<file path="config.mk">
export PLATFORM = sky130hd
export DESIGN_NAME = pwm_breath_ramp_flat
export DESIGN_NICKNAME = d
export VERILOG_FILES = /design/src/rtl/pwm_breath_ramp_if.sv /design/src/rtl/pwm_breath_ramp.sv /design/src/flat_wrapper.sv
export SDC_FILE = /design/constraint.sdc
export NUM_CORES = 1
export LEC_CHECK = 0
export CORE_UTILIZATION = 49
export CTS_CLUSTER_DIAMETER = 120
export DETAILED_ROUTE_END_ITERATION = 16
export PLACE_DENSITY = 0.85
export SKIP_CTS_REPAIR_TIMING = 1
export SLEW_MARGIN = 40
export SYNTH_ARGS = -nofsm -noshare
export SYNTH_HDL_FRONTEND = slang
export SYNTH_SLANG_ARGS = --single-unit
</file>
<file path="constraint.sdc">
create_clock -name sys_clk -period 1.8 [get_ports sys_clk]
set_input_delay 0.45 -clock sys_clk [delete_from_list [all_inputs] [get_ports sys_clk]]
set_output_delay 0.45 -clock sys_clk [all_outputs]
set_load 0.01 [all_outputs]
</file>
<file path="src/rtl/pwm_breath_ramp_if.sv">
// rtl/pwm_breath_ramp_if.sv - enable/duty/strobe bundle between breathing sequencer and PWM stage
interface pwm_breath_ramp_if #(
  parameter int N = 4
);
  logic         i_en;
  logic [N-1:0] o_duty;
  logic         o_period_start;
  logic [2:0]   o_state;

  // controller side: drives the run enable, observes the duty profile
  modport master (
    output i_en,
    input  o_duty,
    input  o_period_start,
    input  o_state
  );

  // sequencer side
  modport slave (
    input  i_en,
    output o_duty,
    output o_period_start,
    output o_state
  );
endinterface

</file>
<file path="src/rtl/pwm_breath_ramp.sv">
// rtl/pwm_breath_ramp.sv - breathing-profile duty sequencer owning the PWM period timebase
module pwm_breath_ramp #(
  parameter int PERIOD = 10,
  parameter int N      = 4,
  parameter int STEP   = 2,
  parameter int REPEAT = 2,
  parameter int HOLD   = 3
) (
  input  logic              sys_clk,
  input  logic              sys_rst,
  pwm_breath_ramp_if.slave  bus
);

  localparam int RW = (REPEAT > 1) ? $clog2(REPEAT) : 1;
  localparam int HW = (HOLD > 1) ? $clog2(HOLD) : 1;

  localparam logic [N-1:0]  PERIOD_M1  = N'(PERIOD - 1);
  localparam logic [N-1:0]  PERIOD_N   = N'(PERIOD);
  localparam logic [N:0]    PERIOD_X   = (N+1)'(PERIOD);
  localparam logic [N:0]    STEP_X     = (N+1)'(STEP);
  localparam logic [N-1:0]  FIRST_DUTY = (STEP > PERIOD) ? N'(PERIOD) : N'(STEP);
  localparam logic [RW-1:0] REPEAT_M1  = RW'(REPEAT - 1);
  localparam logic [HW-1:0] HOLD_M1    = HW'(HOLD - 1);

  typedef enum logic [2:0] {
    IDLE    = 3'd0,
    RISE    = 3'd1,
    HOLD_HI = 3'd2,
    FALL    = 3'd3,
    HOLD_LO = 3'd4
  } state_t;

  state_t        state;
  logic [N-1:0]  period_cnt;
  logic [RW-1:0] rep_cnt;
  logic [HW-1:0] hold_cnt;
  logic [N-1:0]  duty;
  logic          period_start;

  logic [N:0]    up_sum;
  logic [N:0]    dn_diff;
  logic [N-1:0]  duty_up;
  logic [N-1:0]  duty_dn;

  // Next ramp values, one bit wider so the saturation test sees the true result
  always_comb begin
    up_sum  = {1'b0, duty} + STEP_X;
    dn_diff = {1'b0, duty} - STEP_X;
    duty_up = (up_sum > PERIOD_X) ? PERIOD_N : up_sum[N-1:0];
    duty_dn = dn_diff[N] ? '0 : dn_diff[N-1:0];
  end

  // Timebase and profile FSM; duty/state only move on the period wrap edge
  always_ff @(posedge sys_clk) begin
    if (sys_rst || !bus.i_en) begin
      state        <= IDLE;
      period_cnt   <= '0;
      rep_cnt      <= '0;
      hold_cnt     <= '0;
      duty         <= '0;
      period_start <= 1'b0;
    end else if (state == IDLE) begin
      state        <= RISE;
      period_cnt   <= '0;
      rep_cnt      <= '0;
      hold_cnt     <= '0;
      duty         <= '0;
      period_start <= 1'b1;
    end else if (period_cnt != PERIOD_M1) begin
      period_cnt   <= period_cnt + 1'b1;
      period_start <= 1'b0;
    end else begin
      period_cnt   <= '0;
      period_start <= 1'b1;
      case (state)
        RISE: begin
          if (rep_cnt == REPEAT_M1) begin
            rep_cnt <= '0;
            duty    <= duty_up;
            if (duty_up == PERIOD_N) begin
              state    <= HOLD_HI;
              hold_cnt <= '0;
            end
          end else begin
            rep_cnt <= rep_cnt + 1'b1;
          end
        end
        HOLD_HI: begin
          if (hold_cnt == HOLD_M1) begin
            duty     <= duty_dn;
            rep_cnt  <= '0;
            hold_cnt <= '0;
            state    <= (duty_dn == '0) ? HOLD_LO : FALL;
          end else begin
            hold_cnt <= hold_cnt + 1'b1;
          end
        end
        FALL: begin
          if (rep_cnt == REPEAT_M1) begin
            rep_cnt <= '0;
            duty    <= duty_dn;
            if (duty_dn == '0) begin
              state    <= HOLD_LO;
              hold_cnt <= '0;
            end
          end else begin
            rep_cnt <= rep_cnt + 1'b1;
          end
        end
        HOLD_LO: begin
          if (hold_cnt == HOLD_M1) begin
            duty     <= FIRST_DUTY;
            rep_cnt  <= '0;
            hold_cnt <= '0;
            state    <= (FIRST_DUTY == PERIOD_N) ? HOLD_HI : RISE;
          end else begin
            hold_cnt <= hold_cnt + 1'b1;
          end
        end
        default: state <= IDLE;
      endcase
    end
  end

  assign bus.o_duty         = duty;
  assign bus.o_period_start = period_start;
  assign bus.o_state        = state;

endmodule

</file>
<file path="src/flat_wrapper.sv">
// flat-port wrapper written by rule: the top's interface ports become plain ports
module pwm_breath_ramp_flat 
#(
  parameter int PERIOD = 10,
  parameter int N      = 4,
  parameter int STEP   = 2,
  parameter int REPEAT = 2,
  parameter int HOLD   = 3
)
  (sys_clk, sys_rst, bus_i_en, bus_o_duty, bus_o_period_start, bus_o_state);
  pwm_breath_ramp_if #(.N(N)) bus_i ();
  input  logic sys_clk;
  input  logic sys_rst;
  input wire logic [$bits(bus_i.i_en)-1:0] bus_i_en;
  output wire logic [$bits(bus_i.o_duty)-1:0] bus_o_duty;
  output wire logic [$bits(bus_i.o_period_start)-1:0] bus_o_period_start;
  output wire logic [$bits(bus_i.o_state)-1:0] bus_o_state;
  assign bus_i.i_en = bus_i_en;
  assign bus_o_duty = bus_i.o_duty;
  assign bus_o_period_start = bus_i.o_period_start;
  assign bus_o_state = bus_i.o_state;
  pwm_breath_ramp #(.PERIOD(PERIOD), .N(N), .STEP(STEP), .REPEAT(REPEAT), .HOLD(HOLD)) u_core (.sys_clk(sys_clk), .sys_rst(sys_rst), .bus(bus_i));
endmodule
</file>
# [After elaboration in Yosys (flattened, before gate mapping)]
# Index checks and enable logic that the tools add are counted.
[totals] reg_bits=15 input_bits=3 out_inout_bits=8 wordCells=79
[op_classes] addsub=5 order_cmp=1 n_eq_ne=21 n_mux=28 bitwise=1 reduce_logical=16
[op_table] cell="4-bit two-way mux" n=6
[op_table] cell="3-bit two-way mux" n=7
[op_table] cell="3-bit by 1-bit inequality test with 1-bit output (second input constant)" n=6
[op_table] cell="2-bit by 1-bit inequality test with 1-bit output (second input constant)" n=8
[op_table] cell="4-bit one-hot mux with 4 select lines" n=1
[op_table] cell="7-bit AND reduction" n=2
[op_table] cell="3-bit one-hot mux with 4 select lines" n=1
[op_table] cell="6-bit AND reduction" n=2
[op_table] cell="2-bit two-way mux" n=5
[op_table] cell="3-bit by 2-bit equality test with 1-bit output (second input constant)" n=2
[op_table] cell="1-bit two-way mux" n=6
[op_table] cell="2-bit one-hot mux with 3 select lines" n=1
[op_table] cell="2-bit OR reduction" n=3
[op_table] cell="4-bit by 2-bit adder with 5-bit output (second input constant)" n=1
[op_table] cell="5-bit by 4-bit > comparator with 1-bit output (second input constant)" n=1
[op_table] cell="4-bit by 2-bit subtractor with 5-bit output (second input constant)" n=1
[op_table] cell="4-bit by 1-bit adder with 4-bit output (second input constant)" n=1
[op_table] cell="4-bit equality test (second input constant)" n=1
[op_table] cell="4-bit logical NOT" n=1
[op_table] cell="4-bit inequality test (second input constant)" n=1
[op_table] cell="4-bit nonzero test" n=1
[op_table] cell="3-bit by 1-bit equality test with 1-bit output (second input constant)" n=1
[op_table] cell="3-bit equality test (second input constant)" n=1
[op_table] cell="3-bit logical NOT" n=1
[op_table] cell="11 further kinds" n=11

# [Longest topological paths before layout]
[depth] ltp_word=9 depth_mapped=8 mapped_depth_nobuf=7

# [Least setup slack after synthesis]
# Ideal clock, no wire load.
[synth_timing] path_type="register -> register" startpoint="reg u_core.duty[1] (netlist: u_core.bus.o_duty[1])" endpoint="reg u_core.state[2] (netlist: u_core.bus.o_state[2])" arrival_ps=1982 t_required_ps=1730 setup_slack_ps=-252 stages_incl_launch_ff=9 n_path_buf=1 period_less_slack_ps=2052 cell_sequence="dfxtp_1 > clkbuf_2 > inv_1 > ha_1 > nand3b_1 > o31ai_4 > o32ai_2 > or3_1 > a21oi_1"
[synth_between] elab_chain_len=6
[synth_rtl] element="from (decl)" line="pwm_breath_ramp.sv:37" source="logic [N-1:0] duty;"
[synth_rtl] element="from (signal assigned)" line="pwm_breath_ramp.sv:79" source="duty <= duty_up;"
[synth_rtl] element="from (signal assigned)" line="pwm_breath_ramp.sv:90" source="duty <= duty_dn;"
[synth_rtl] element="from (signal assigned)" line="pwm_breath_ramp.sv:101" source="duty <= duty_dn;"
[synth_rtl] element="4-bit by 2-bit adder with 5-bit output / 4-bit by 2-bit subtractor with 5-bit output (equally long branches)" line="pwm_breath_ramp.sv:47, pwm_breath_ramp.sv:48"
[synth_rtl] element="5-bit by 4-bit > comparator with 1-bit output / 4-bit two-way mux (equally long branches)" line="pwm_breath_ramp.sv:49, pwm_breath_ramp.sv:50"
[synth_rtl] element="4-bit two-way mux / 4-bit logical NOT (equally long branches)" line="pwm_breath_ramp.sv:49, pwm_breath_ramp.sv:93, pwm_breath_ramp.sv:102"
[synth_rtl] element="4-bit equality test / 3-bit two-way mux (equally long branches)" line="pwm_breath_ramp.sv:80, pwm_breath_ramp.sv:93"
[synth_rtl] element="2-bit by 1-bit inequality test with 1-bit output (no source line) / 3-bit two-way mux (equally long branches)"
[synth_rtl] element="7-bit AND reduction (no source line) / 3-bit one-hot mux with 4 select lines (equally long branches)"
[synth_rtl] element="to (signal assigned)" line="pwm_breath_ramp.sv:93" source="state <= (duty_dn == '0) ? HOLD_LO : FALL;"
[synth_rtl] element="to (signal assigned)" line="pwm_breath_ramp.sv:115" source="state <= (FIRST_DUTY == PERIOD_N) ? HOLD_HI : RISE;"
[synth_rtl] element="to (decl)" line="pwm_breath_ramp.sv:33" source="state_t state;"
# Parallel ways exist; a longest one is shown, timed or not. The select of a mux whose other input is x is not followed.
# A chain may end at the register's enable or synchronous reset.

# [Worst setup path after layout]
# Ends and elaborated chain as after synthesis.

==> reports/metrics.csv <==
stage,metric,value,unit
placed_design,gp_congestion,0.934,
timing,grt_setup_unrepaired,true,
timing,worst_hold_slack,0.493,ns
route,drt-wirelength-per-cell,14.2,µm
timing,finalWorstPathRequiredPeriod,1.87,ns
clock_tree,cts_tree,built,
floorplan,fp.dieArea,0.00217,mm²
setup_path,crit_path_start_kind,register,
synth,postSynthCellCount,125,
route,routed_via_density,5.74,
setup_path,critPathKind,register to register,
setup_path,crit_fanout,5,
timing,final-max-slew-violation-count,0,
floorplan,floorplan.rows,15,
synth,synth_sequential_area_ratio,30.8,%
layout,post_route_cells_drive_above_1_share,29.9,%
synth,synth-edff-count,0,
route,ant_nets,0,
synth,cell_types_occupying_the_most_area_after_synthesis,"sky130_fd_sc_hd__dfxtp_1 31%, sky130_fd_sc_hd__nor2_1 6.6%, sky130_fd_sc_hd__a21oi_1 6.2%",
setup_path,rr_worst_depth,7,
layout,synthToLayoutAreaGrowth,39.6,%
synth,avgSynthCellArea,7.79,µm²
synth,syn_area,973,µm²
clock_tree,clock_latency,0.29,ns
setup_path,cp.depth,7,
pwr,irDropWorstVdd,342,µV
pwr,p_per_area,434,mW/mm²
grt,grt_pass1_vias,908,
synth,synth_seq_cells,15,
route,route.vias.total,1045,
placed_design,number_of_instances_in_the_placed_design,174,
synth,synthDistinctLibCells,37,
grt,global_route.overflow_total,0,
floorplan,floorplan.initialDensity,54.0,%
setup_path,cell_family_contributing_the_most_delay_on_the_critical_path,compound AO/OA/AOI/OAI gates,
setup_path,cp_slowest_cell,sky130_fd_sc_hd__or3_1,
status,status,"complete, but fails checks",
timing,fmax,0.535,GHz
placed_design,port-buffer-count,10,
grt,grt_util_all_layers,25.4,%
clock_tree,cts.htree.levels,1,
synth,synth.most_common_cell,sky130_fd_sc_hd__nor2_1,
layout,post_layout_nonfiller_instances,182,
grt,first_pass_grt_wire_length,3910,µm
timing,timing_hold_violations_final,0,
synth,post_synth_most_frequent_cells,"17 x sky130_fd_sc_hd__nor2_1, 15 x sky130_fd_sc_hd__dfxtp_1, 12 x sky130_fd_sc_hd__a21oi_1, 12 x sky130_fd_sc_hd__nand2_1, 7 x sky130_fd_sc_hd__o21ai_0",
floorplan,floorplan.core_area,0.00180,mm²
setup_path,critical_path_buf_inv_count,1,
timing,timing.max_slew.rel_slack,67.8,%
clock_tree,clkTransAtPathRegs,0.10,ns
grt,antenna_found_initial,0,
route,detailedRoute.firstPassIterationCount,4,
synth,largest_area_contributor_in_the_synthesized_netlist,sky130_fd_sc_hd__dfxtp_1,
clock_tree,cts_buffers,3,
setup_path,capturing_element_type_of_the_critical_path,register,
pwr,p_leak,0.000518,µW
synth,synth_fp_nets,132,
placed_design,placement.setup.worst_slack,-0.0157,ns
timing,fin_setup_tns,-0.143,ns
clock_tree,clock-sinks,15,
floorplan,floorplan.io_pins,11,
setup_path,critical_path_required,2.03,ns
clock_tree,cts_root_buffer,sky130_fd_sc_hd__clkbuf_4,
clock_tree,cts_buffer_depth,2,
status,violations,negative setup slack,
route,drc,0,
floorplan,chipWidth,46.6,µm
synth,ys_warn_count,0,
timing,timing.final.setup_violations,4,
timing,period_share,104,%
layout,n_antenna_cell,0,
hold_path,hold-path-cell-count,2,
pwr,finalPower,589,µW
synth,dominantRegCellSynth,sky130_fd_sc_hd__dfxtp_1,
timing,final.setup_skew,0.00384,ns
floorplan,die_h,46.6,µm
layout,filler_cell_count,129,
layout,final_nets,165,
run,maxCapViolations,0,
route,finalWirelength,2580,µm
setup_path,timing.critical_path.cells,inv_4 > ha_4 > nand3b_1 > o31ai_4 > o32ai_4 > or3_1 > a21oi_2,
timing,setup_slack,-0.0704,ns
placed_design,dpl.hpwl,1760,µm
grt,pin_count_of_the_biggest_net_entering_global_routing,14,
synth,yosysTopAreaCellShare,30.8,%
setup_path,worst_ep_arrival,2.10,ns
route,drtIter0Drc,49,
synth,synth-async-reset-ratio,0,%
setup_path,cpPeakStageDelay,0.39,ns
hold_path,hold_path_class,register to register,
timing,slew_worst_pin,0.479,ns
worst paths after layout:
kind                             start  slack [ns]                     to
hold / removal    u_core.bus.o_duty[0]        0.49   u_core.bus.o_duty[0]
setup reg to reg  u_core.bus.o_duty[1]       -0.07  u_core.bus.o_state[2]
setup / recovery  u_core.bus.o_duty[1]       -0.07  u_core.bus.o_state[2]
hold reg to reg   u_core.bus.o_duty[0]        0.49   u_core.bus.o_duty[0]
metrics by stage:
step	instance area, µm²	util (%)
final	1360	75.4
after global routing	1360	75.4
after CTS	1260	70.2
after detailed placement	1240	68.7
after global placement	1240	68.7
after floorplan	1000	-
report_power, final:
part,switching [µW],internal (µW)
clock network,122,82.7
logic,22.1,23.2
registers,4.15,335
sequential cells by signal (all words and copies together) (netlist names):
name / flops
u_core.hold_cnt: 2
u_core.bus.o_state: 3
u_core.rep_cnt: 1
u_core.period_cnt: 4
u_core.bus.o_duty: 4
u_core.bus.o_period_start: 1
metal layers:
metal / up-vias / wire length [µm] / global-route usage, %
met5: - / 0 / 0
met1: 477 / 1110 / 32.6
li1: 510 / - / -
met3: 7 / 161 / 3.92
met4: 0 / 51 / 11.2
met2: 51 / 1260 / 41.1
worst register-to-register path: stages, from the launching register on:
cell and delay, ns:
sky130_fd_sc_hd__dfxtp_2 0.37, sky130_fd_sc_hd__inv_4 0.04, sky130_fd_sc_hd__ha_4 0.27, sky130_fd_sc_hd__nand3b_1 0.17
sky130_fd_sc_hd__o31ai_4 0.30, sky130_fd_sc_hd__o32ai_4 0.14, sky130_fd_sc_hd__or3_1 0.39, sky130_fd_sc_hd__a21oi_2 0.13
layout make-up:
class / count / area, µm² / share of cell area [%]
clock buffers: 3 / 22.5 / 1.66
clock inverters: 1 / 5.00 / 0.368
inverters: 4 / 17.5 / 1.29
multi-input cells: 101 / 696 / 51.2
flip-flops and latches: 15 / 305 / 22.5
well taps: 25 / 31.3 / 2.30
repair buffers: 33 / 282 / 20.7
cells by family (layout without fill, tap and decap cells):
logic type                 after synthesis  after routing  synth area share (%)
and+or+nand+nor                         54             54                  27.8
AOI/OAI and AO/OA                       38             38                  27.1
DFF                                     15             15                  30.8
buffers and inverters                    9             41                  4.37
adders and majority gates                4              4                  5.14
xor gates and xnor gates                 3              3                  2.70
muxes                                    2              2                  2.06
placed cells by master, fill, tap and decap left out, types with 3 or more instances in the layout:
cell type	n
sky130_fd_sc_hd__a21oi_1	10
sky130_fd_sc_hd__o21ai_0	6
sky130_fd_sc_hd__clkbuf_4	3
sky130_fd_sc_hd__dfxtp_2	4
sky130_fd_sc_hd__nor3_1	4
sky130_fd_sc_hd__nor2_1	15
sky130_fd_sc_hd__buf_4	22
sky130_fd_sc_hd__nor2b_1	3
sky130_fd_sc_hd__dfxtp_1	11
sky130_fd_sc_hd__nand2_1	12
sky130_fd_sc_hd__clkdlybuf4s50_1	8
sky130_fd_sc_hd__or3_1	3
sky130_fd_sc_hd__a211oi_1	3
sky130_fd_sc_hd__nand2b_1	6
No activity file was read; power rests on OpenSTA's default activity.
==> RTL change (same settings) <==
`REPEAT` is set to 2 in 2 places; all go to 1.
--- a/src/rtl/pwm_breath_ramp.sv
+++ b/src/rtl/pwm_breath_ramp.sv
@@ -5,3 +5,3 @@
   parameter int STEP   = 2,
-  parameter int REPEAT = 2,
+  parameter int REPEAT = 1,
   parameter int HOLD   = 3
--- a/src/flat_wrapper.sv
+++ b/src/flat_wrapper.sv
@@ -6,3 +6,3 @@
   parameter int STEP   = 2,
-  parameter int REPEAT = 2,
+  parameter int REPEAT = 1,
   parameter int HOLD   = 3
Check against the original RTL: same outputs for any inputs over 10 cycles, from zero or initial values; that may be too few to reach the edited logic, so the function may still have changed.
==> RTL change against the original RTL <==
  * Area after synthesis increased by 8.7%
  * Non-clock buffer count decreased by 8
  * Setup slack improved by 0.084 ns
  * Design area shrank 2.6%
  * Sequential cell count decreased by 1
  * Critical endpoint is now u_core.bus.o_state[1]
  * Highest routed layer unchanged
  * Maximum frequency is 4.7% higher
  * Wire length decreased by 7.2%
  * Total power shrank 2.6%
  * Largest power group unchanged
==> RTL change: results (changes against the original RTL) <==
[layout]
multi_input_area_share_pct=54.1  ; +2.9 points
clock_area_share_pct=2.74  ; +0.72 points
fillCellCount=156  ; +21%
nNonClkInverters=7  ; +3
sh_seq_area_pct=22.4  ; -0.067 points
nets=152  ; -7.9%
signal_buffer_area_fraction_pct=16.1  ; -4.7 points
num-nonclk-buffers=25  ; -24%
multi_input_gates=93  ; -7.9%

[worst_setup_path]
slowest_stage=a311o_1
r2r_slack_ns=0.01  ; +0.08 ns
rr_endpoint=u_core.bus.o_state[1]
r2r_start=u_core.bus.o_duty[2]

[timing]
finClkSkew_ns=0.0107  ; +0.00685 ns
fin_hold_ws_ns=0.478  ; -0.0148 ns
maxSlewHeadroom_pct=74.4  ; +6.6 points

[placement]
place_area_um2=1240  ; +0.30%
globalplace.congestion=0.850  ; -9.0%
io_buffers=10  ; unchanged
dp_hpwl_um=1770  ; +0.35%

[grt]
grt_use_met1_pct=29.1  ; -3.5 points
grt_pass1_vias=897  ; -1.2%
grt_pass1_wl_um=4000  ; +2.1%
grt_use_met3_pct=2.52  ; -1.4 points
grtUsageMet2_pct=35.2  ; -5.9 points
grtUsageTotal_pct=21.7  ; -3.6 points
grt_max_degree=13  ; -1

[yosys]
synth_top_cells_by_area=dfxtp_1, ha_1, buf_6
yosys.area_share.adder_pct=5.91  ; +0.77 points
yosysUniqueCellTypes=48  ; +30%
synthXorXnorAreaFrac_pct=3.31  ; +0.61 points
synth_flop_cell=dfxtp_1
synthMuxAreaShare_pct=2.84  ; +0.78 points
synth-compound-area-share_pct=29.8  ; +2.7 points
synth_nets=127  ; -3.8%
seq_area_frac_synth_pct=26.5  ; -4.4 points

[hold_path]
min_to=u_core.period_cnt[0]
hold_depth=1  ; -1
worstHoldStart=u_core.period_cnt[0]

[pwr]
worst_ir_drop_vdd_v=0.000387  ; +13%
p_leak_nw=0.478  ; -7.7%
intPower_w=0.000448  ; +1.6%
p_seq_w=0.000308  ; -9.4%
powerComb_w=0.0000383  ; -15%

[clocking]
clk_pin_slew_ns=0.08  ; -0.02 ns
clock_sinks=14  ; -1

[detailed_routing]
dr_wl_met3_um=91  ; -43%
drt-initial-drc-count=26  ; -47%
post_drt_wl_per_cell_um=14.1  ; -0.61%
wl_met2_um=1160  ; -8.0%
vias_per_cell=5.75  ; +0.19%
m1WireLength_um=1100  ; -0.18%

[floorplan]
tapCellCount=27  ; +8.0%

[outcome]
status=finished clean

## RTL change: worst max path at each step
stage,cells after the start,slack (ns),endpoint,startpoint
floorplan,8,-0.003,u_core.bus.o_state[1],u_core.bus.o_duty[1]
global placement,4,-0.05,u_core.bus.o_state[1],bus_i_en
detailed placement,4,-0.09,u_core.bus.o_state[1],bus_i_en
CTS,1,-0.15,bus_o_duty[3],u_core.bus.o_duty[3]
global route,7,-0.06,u_core.bus.o_state[1],u_core.bus.o_duty[2]
finish,7,0.01,u_core.bus.o_state[1],u_core.bus.o_duty[2]
## RTL change: through the flow
step	total power, W	TNS (ns)	setup slack [ns]	util [%]	cells
2_1_floorplan	0.000343	-0.00267	-0.00267	-	119
3_3_place_gp	0.000357	-0.0866	-0.0505	62.0	162
3_5_place_dp	0.000358	-0.429	-0.0850	62.0	162
4_1_cts	0.000582	-0.269	-0.150	63.8	166
5_1_grt	0.000600	-0.204	-0.0628	66.1	170
6_report	0.000574	0	0.0139	66.1	170
